===== src/rtl/mem_arbiter.sv =====
// Two-requester (I-cache / D-cache) arbiter in front of a single-outstanding
// memory port. Round-robin on ties, IDLE -> ISSUE -> WAIT transaction flow.
module mem_arbiter #(
    parameter int unsigned ADDR_W = 16,
    parameter int unsigned DATA_W = 16
) (
    input  logic              clk,
    input  logic              n_rst,

    // instruction-cache read port
    input  logic              i_req_valid,
    input  logic [ADDR_W-1:0] i_req_addr,
    output logic              i_req_ready,
    output logic              i_resp_valid,
    output logic [DATA_W-1:0] i_resp_data,

    // data-cache read/write port
    input  logic              d_req_valid,
    input  logic              d_req_write,
    input  logic [ADDR_W-1:0] d_req_addr,
    input  logic [DATA_W-1:0] d_req_wdata,
    output logic              d_req_ready,
    output logic              d_resp_valid,
    output logic [DATA_W-1:0] d_resp_data,

    // memory port
    output logic              mem_req_valid,
    output logic              mem_req_write,
    output logic [ADDR_W-1:0] mem_req_addr,
    output logic [DATA_W-1:0] mem_req_wdata,
    input  logic              mem_req_ready,
    input  logic              mem_resp_valid,
    input  logic [DATA_W-1:0] mem_resp_data,

    // status
    output logic              busy,
    output logic              owner,
    output logic              proto_err
);

    typedef enum logic [1:0] {
        ST_IDLE  = 2'd0,
        ST_ISSUE = 2'd1,
        ST_WAIT  = 2'd2
    } state_t;

    // owner / last_grant encoding
    localparam logic OWN_I = 1'b0;
    localparam logic OWN_D = 1'b1;

    state_t state_q;
    state_t state_d;

    logic              last_grant_q;
    logic              owner_q;
    logic              req_write_q;
    logic [ADDR_W-1:0] req_addr_q;
    logic [DATA_W-1:0] req_wdata_q;
    logic              mem_req_valid_q;
    logic              busy_q;
    logic              i_resp_valid_q;
    logic              d_resp_valid_q;
    logic [DATA_W-1:0] i_resp_data_q;
    logic [DATA_W-1:0] d_resp_data_q;
    logic              proto_err_q;

    logic grant_d_c;
    logic grant_i_c;
    logic accept;
    logic take_resp;

    // Round-robin pick: D wins when alone, or on a tie when I was granted last.
    always_comb begin
        grant_d_c = d_req_valid && (!i_req_valid || (last_grant_q == OWN_I));
        grant_i_c = i_req_valid && !grant_d_c;
    end

    // State register.
    always_ff @(posedge clk or negedge n_rst) begin
        if (!n_rst) begin
            state_q <= ST_IDLE;
        end else begin
            state_q <= state_d;
        end
    end

    // Next-state decode plus the combinational handshake strobes.
    always_comb begin
        state_d     = state_q;
        i_req_ready = 1'b0;
        d_req_ready = 1'b0;
        accept      = 1'b0;
        take_resp   = 1'b0;
        case (state_q)
            ST_IDLE: begin
                if (grant_d_c) begin
                    d_req_ready = 1'b1;
                    accept      = 1'b1;
                    state_d     = ST_ISSUE;
                end else if (grant_i_c) begin
                    i_req_ready = 1'b1;
                    accept      = 1'b1;
                    state_d     = ST_ISSUE;
                end
            end
            ST_ISSUE: begin
                if (mem_req_ready) begin
                    state_d = ST_WAIT;
                end
            end
            ST_WAIT: begin
                // A response is only legal once the request has been handed off.
                if (mem_resp_valid) begin
                    take_resp = 1'b1;
                    state_d   = ST_IDLE;
                end
            end
            default: begin
                state_d = ST_IDLE;
            end
        endcase
    end

    // Request latch, ownership and round-robin history, updated on acceptance.
    always_ff @(posedge clk or negedge n_rst) begin
        if (!n_rst) begin
            last_grant_q <= OWN_I;
            owner_q      <= OWN_I;
            req_write_q  <= 1'b0;
            req_addr_q   <= '0;
            req_wdata_q  <= '0;
        end else if (accept) begin
            last_grant_q <= grant_d_c;
            owner_q      <= grant_d_c;
            if (grant_d_c) begin
                req_write_q <= d_req_write;
                req_addr_q  <= d_req_addr;
                req_wdata_q <= d_req_wdata;
            end else begin
                // instruction fetches are always reads with no payload
                req_write_q <= 1'b0;
                req_addr_q  <= i_req_addr;
                req_wdata_q <= '0;
            end
        end
    end

    // Registered status flags derived from the upcoming state.
    always_ff @(posedge clk or negedge n_rst) begin
        if (!n_rst) begin
            mem_req_valid_q <= 1'b0;
            busy_q          <= 1'b0;
        end else begin
            mem_req_valid_q <= (state_d == ST_ISSUE);
            busy_q          <= (state_d != ST_IDLE);
        end
    end

    // Route the memory response to whichever side owns the transaction.
    always_ff @(posedge clk or negedge n_rst) begin
        if (!n_rst) begin
            i_resp_valid_q <= 1'b0;
            d_resp_valid_q <= 1'b0;
            i_resp_data_q  <= '0;
            d_resp_data_q  <= '0;
        end else begin
            i_resp_valid_q <= take_resp && (owner_q == OWN_I);
            d_resp_valid_q <= take_resp && (owner_q == OWN_D);
            if (take_resp && (owner_q == OWN_I)) begin
                i_resp_data_q <= mem_resp_data;
            end
            if (take_resp && (owner_q == OWN_D)) begin
                // write acknowledges carry no data
                d_resp_data_q <= req_write_q ? '0 : mem_resp_data;
            end
        end
    end

    // Sticky flag for a memory response arriving when none is expected.
    always_ff @(posedge clk or negedge n_rst) begin
        if (!n_rst) begin
            proto_err_q <= 1'b0;
        end else if (mem_resp_valid && (state_q != ST_WAIT)) begin
            proto_err_q <= 1'b1;
        end
    end

    assign mem_req_valid = mem_req_valid_q;
    assign mem_req_write = req_write_q;
    assign mem_req_addr  = req_addr_q;
    assign mem_req_wdata = req_wdata_q;
    assign i_resp_valid  = i_resp_valid_q;
    assign i_resp_data   = i_resp_data_q;
    assign d_resp_valid  = d_resp_valid_q;
    assign d_resp_data   = d_resp_data_q;
    assign busy          = busy_q;
    assign owner         = owner_q;
    assign proto_err     = proto_err_q;

endmodule


===== config.mk =====
export PLATFORM = sky130hd
export DESIGN_NAME = mem_arbiter
export DESIGN_NICKNAME = d
export VERILOG_FILES = /design/src/rtl/mem_arbiter.sv
export SDC_FILE = /design/constraint.sdc
export NUM_CORES = 1
export LEC_CHECK = 0
export BUFFER_PORTS_ARGS = -buffer_cell sky130_fd_sc_hd__buf_2
export CORE_ASPECT_RATIO = 0.8
export CORE_UTILIZATION = 49
export CTS_CLUSTER_DIAMETER = 50
export DETAILED_ROUTE_END_ITERATION = 10
export HOLD_SLACK_MARGIN = 0.1
export PLACE_DENSITY = 0.94
export SLEW_MARGIN = 20
export SYNTH_ARGS = -nofsm -noshare
export SYNTH_HDL_FRONTEND = slang
export SYNTH_SLANG_ARGS = --single-unit

===== constraint.sdc =====
create_clock -name clk -period 2.75 [get_ports clk]
set_input_delay 0.275 -clock clk [delete_from_list [all_inputs] [get_ports clk]]
set_output_delay 0.275 -clock clk [all_outputs]
set_load 0.005 [all_outputs]

=== Word level (Yosys, flattened, before mapping) ===
Cells that the tools add are included.
Widths: inputs -> output; s select.

* Bitwise gates (word level): 1
* Eq/ne operators: 4
* Multiplexer cells: 18
* Reductions and logical operators: 10

{| class="wikitable"
|+ Operator list
! cell !! count
|-
| $mux 16 || 3
|-
| $mux 1 || 10
|-
| $mux 2 || 4
|-
| $pmux 2 s3 || 1
|-
| $logic_and 1x1->1 || 5
|-
| $eq 2x1->1 const B || 2
|-
| $eq 2x2->1 const B || 1
|-
| $logic_not 1->1 || 2
|-
| $logic_not 2->1 || 1
|-
| $ne 2x2->1 const B || 1
|-
| $reduce_bool 2->1 || 1
|-
| $logic_or 1x1->1 || 1
|-
| $not 1->1 || 1
|}

* Word-level logic and storage cells: 45
* Input port bits: 71
* Flip-flop bits (word level): 73

=== Depth between registers and ports, before layout ===
* Word-level depth: 9
* Gate-level depth with buffers: 6
* Depth with buffers taken out: 3

=== Least setup slack after synthesis ===
Ideal clock, no wire load.

* Kind: register to register
* Start: register, netlist name owner
* End: register req_addr_q[10], in the netlist mem_req_addr[10]
* Arrival time: 1.587 ns
* Period minus slack after synthesis: 1.712 ns
* Required time: 2.625 ns
* Path buffers: 2
* Path slack: 1.038 ns
* Stages on the path, launching flop included: 6
* Library setup time: 0.125 ns
* Cell sequence: dfrtp_1 -> buf_6 -> a21boi_2 -> buf_6 -> mux2_2 -> mux2_2

{| class="wikitable"
|+ RTL lines
! what !! RTL line !! text
|-
| to (signal assigned) || 137 || <nowiki>req_addr_q <= d_req_addr;</nowiki>
|-
| to (signal assigned) || 142 || <nowiki>req_addr_q <= i_req_addr;</nowiki>
|-
| to (decl) || 57 || <nowiki>logic [ADDR_W-1:0] req_addr_q;</nowiki>
|}

=== Final worst setup path ===
* Start: register state_q[1]
* End: output port d_req_ready

* Longest elaborated chain between the ends: 2

{| class="wikitable"
|+ Ends and longest elaborated chain
! what !! RTL line !! text
|-
| from (decl) || 51 || <nowiki>state_t state_q;</nowiki>
|-
| from (signal assigned) || 83 || <nowiki>state_q <= state_d;</nowiki>
|-
| $logic_not 2->1 || 94 || <nowiki>case (state_q)</nowiki>
|-
| $mux 1 || 94 ||
|-
| to (decl) || 22 || <nowiki>output logic d_req_ready,</nowiki>
|}

No other way between the ends.

==> reports/results.ini <==
[yosys]
synth_top_area_share_pct = 61.4
ys_top_cells_by_area = dfrtp_1, mux2_2, a22o_1, nand2b_1, o21ai_0
synth.net_count = 289
synth_largest_area_cell = dfrtp_1
ys_types = 23
syn_inst = 218
synth_area_per_cell_um2 = 13.7
synth_seq_cells = 73
syn_area_um2 = 2980
ys_warn_count = 0
ys_seq_area_share_pct = 61.4

[sta]
fin_crit_sh_pct = 80.1
rsz0062_at_grt = false
tns_ns = 0
max_freq_mhz = 454
fin_hold_ws_ns = 0.150
setup_ws_ns = 0.546
min_period_ns = 2.20
fin_skew_ns = 0.00617
slew_viol_final = 0
finalSetupViolCount = 0
tightest_slew_ns = 0.887
max-slew-margin-rel_pct = 40.9
finalHoldViolCount = 0

[grt]
grt_max_degree = 74
grt_pass1_wl_um = 10000
antenna_found_initial = 0
grt.total_usage_pct = 21.0
overflow = 0
grt_pass1_vias = 2178

[die]
die_x_um = 89.1
die_area_um2 = 6390
fp.dieH_um = 71.7
core_um2 = 5650
pin_count = 144
start_util_pct = 52.7
row_count = 24

[worst_setup_path]
required_ns = 2.48
critPathCaptureType = output pin
critPathLaunch = state_q[1]$_DFF_PN0_
worstReg2RegStart = state_q[1]$_DFF_PN0_
crit_end = d_req_ready
cp-start-kind = register
reg2reg_slack_ns = 1.07
reg2reg_to = mem_req_wdata[6]$_DFFE_PN0P_
path_class = register to output pin
reg2reg_depth = 3
crit_fanout = 18
critPathArrivalTime_ns = 1.93

[drt]
ant_nets = 0
post_drt_wl_per_cell_um = 14.3
first_pass_iters = 4
wl_um = 6370
drtIter0Drc = 63
vias = 2208
drc = 0
viasPerCell = 4.94

[placement]
pre_cts_ws_ns = 0.949
hpwl_um = 4690
io_buffers = 143
place_congestion = 0.684
dpl-instance-area_um2 = 3740

[layout]
design_area_um2 = 3910
fillCellCount = 452
nets = 436
diodes = 0
drive_gt1_share_pct = 57.5
syn2layout_area_growth_pct = 31.5
multiInputGateArea_um2 = 1060
seq_area_um2 = 1830

[run_status]
status = finished, final reports clean

[min_path]
hp-start = mem_req_ready
hp-class = primary input to register

[clock_tree]
clk_pin_slew_ns = 0.07
insertion_delay_ns = 0.33
cts.htree.levels = 3
cts_num_sinks = 73
cts_made_buffers = 9
cts_root_buf = clkbuf_8
clockBufferDepth = 2
cts_tree = yes

[pwr]
swShare_pct = 32.1
p_per_area_nw_per_um2 = 1060
p_clk_share_pct = 17.2
ir_drop_mv = 0.525
intPower_mw = 2.81
sequentialPowerShare_pct = 45.8
p_comb_share_pct = 37.1
leakagePower_nw = 2.04
switchingPower_mw = 1.33

[job]
max-cap-violations = 0

## metrics by stage
step,power [mW],util (%),instances
2_1_floorplan,2.74,-,218
3_3_place_gp,3.36,66.3,431
3_5_place_dp,3.47,66.3,431
4_1_cts,4.18,69.3,447
5_1_grt,4.44,69.3,447
6_report,4.13,69.3,447
## synth_stat cells
master / count
a21o_1: 1
clkbuf_1: 5
and3_1: 1
nor2_1: 2
o211ai_1: 1
nand2b_1: 17
o21ai_0: 18
nand2b_4: 1
mux2_2: 48
nor3b_4: 1
a22o_1: 17
nand4b_1: 1
a31oi_1: 1
a21oi_1: 1
a21boi_2: 1
o22ai_1: 1
buf_2: 2
buf_4: 1
inv_1: 2
buf_6: 4
nand2_1: 18
dfrtp_1: 73
o21ai_2: 1
## cell families (layout without fill, tap and decap cells)
group / after synthesis / count (layout) / synth area share (%)
compound gates: 42 / 42 / 9.79
simple gates: 41 / 41 / 7.69
mux: 48 / 48 / 18.2
buf+inv: 14 / 165 / 2.98
flops: 73 / 73 / 61.4
## flip-flops by register name, summed over array words and instances, names as in the netlist
signal and flops:
mem_req_write 1, owner 1, state_q 2, mem_req_addr 16, d_resp_valid 1, proto_err 1
i_resp_valid 1, busy 1, i_resp_data 16, mem_req_valid 1, d_resp_data 16, mem_req_wdata 16
## layout by cell type, fill, tap and decap left out, drive strengths merged, types with 2 or more instances in the layout
cell type	netlist	routed
inv	2	2
mux2	48	48
dfrtp	73	73
nor2	2	2
nand2	18	18
o21ai	19	19
nand2b	18	18
clkinv	0	2
buf	7	147
a22o	17	17
clkbuf	5	12
## routing by layer
layer | vias up | GRT usage [%] | share of wire [%] | wire length, um
li1 | 1066 | - | - | -
met4 | 0 | 7.58 | 1.6 | 102
met3 | 12 | 7.03 | 6.7 | 425
met1 | 1041 | 25.3 | 41 | 2640
met5 | - | 0 | 0 | 0
met2 | 89 | 35.3 | 50 | 3200
## timing repair
action | in CTS | in global routing
resized for setup | 0 | 0
buffers inserted | 0 | 0
hold endpoints to repair | 68 | 0
hold buffers | 1 | 0
## power groups by stage
stage / Sequential (mW) / Combinational, mW / Clock, mW
floorplan: 1.90 / 0.838 / 0
global placement: 1.87 / 1.49 / 0
detailed placement: 1.90 / 1.56 / 0
CTS: 1.89 / 1.56 / 0.730
global route: 1.96 / 1.71 / 0.772
finish: 1.89 / 1.53 / 0.709
## area by class of cell
class | count | area share (%)
timing repair buffer | 148 | 19.4
multi-input combinational | 131 | 27.1
clock buffer | 12 | 3.71
clock inverter | 3 | 0.448
sequential | 73 | 46.7
inverter | 2 | 0.192
tap | 78 | 2.49
## critical path: stages (launching register included)
cell	delay, ns
dfrtp_1	0.44
nor2_1	0.31
and3_1	0.62
buf_2	0.22
## worst min-delay path by stage
| stage | cells after the start | end | slack, ns |
|---|---|---|---|
| 6_report | 2 | state_q[0]$_DFF_PN0_ | 0.15 |
| 5_1_grt | 2 | mem_req_wdata[0]$_DFFE_PN0P_ | 0.13 |
| 4_1_cts | 2 | state_q[0]$_DFF_PN0_ | 0.14 |
| 3_5_place_dp | 1 | proto_err$_DFFE_PN0P_ | 0.44 |
| 3_3_place_gp | 1 | proto_err$_DFFE_PN0P_ | 0.44 |
| 2_1_floorplan | 0 | busy$_DFF_PN0_ | -0.02 |
Note: power is estimated with default switching activity, not from simulation.
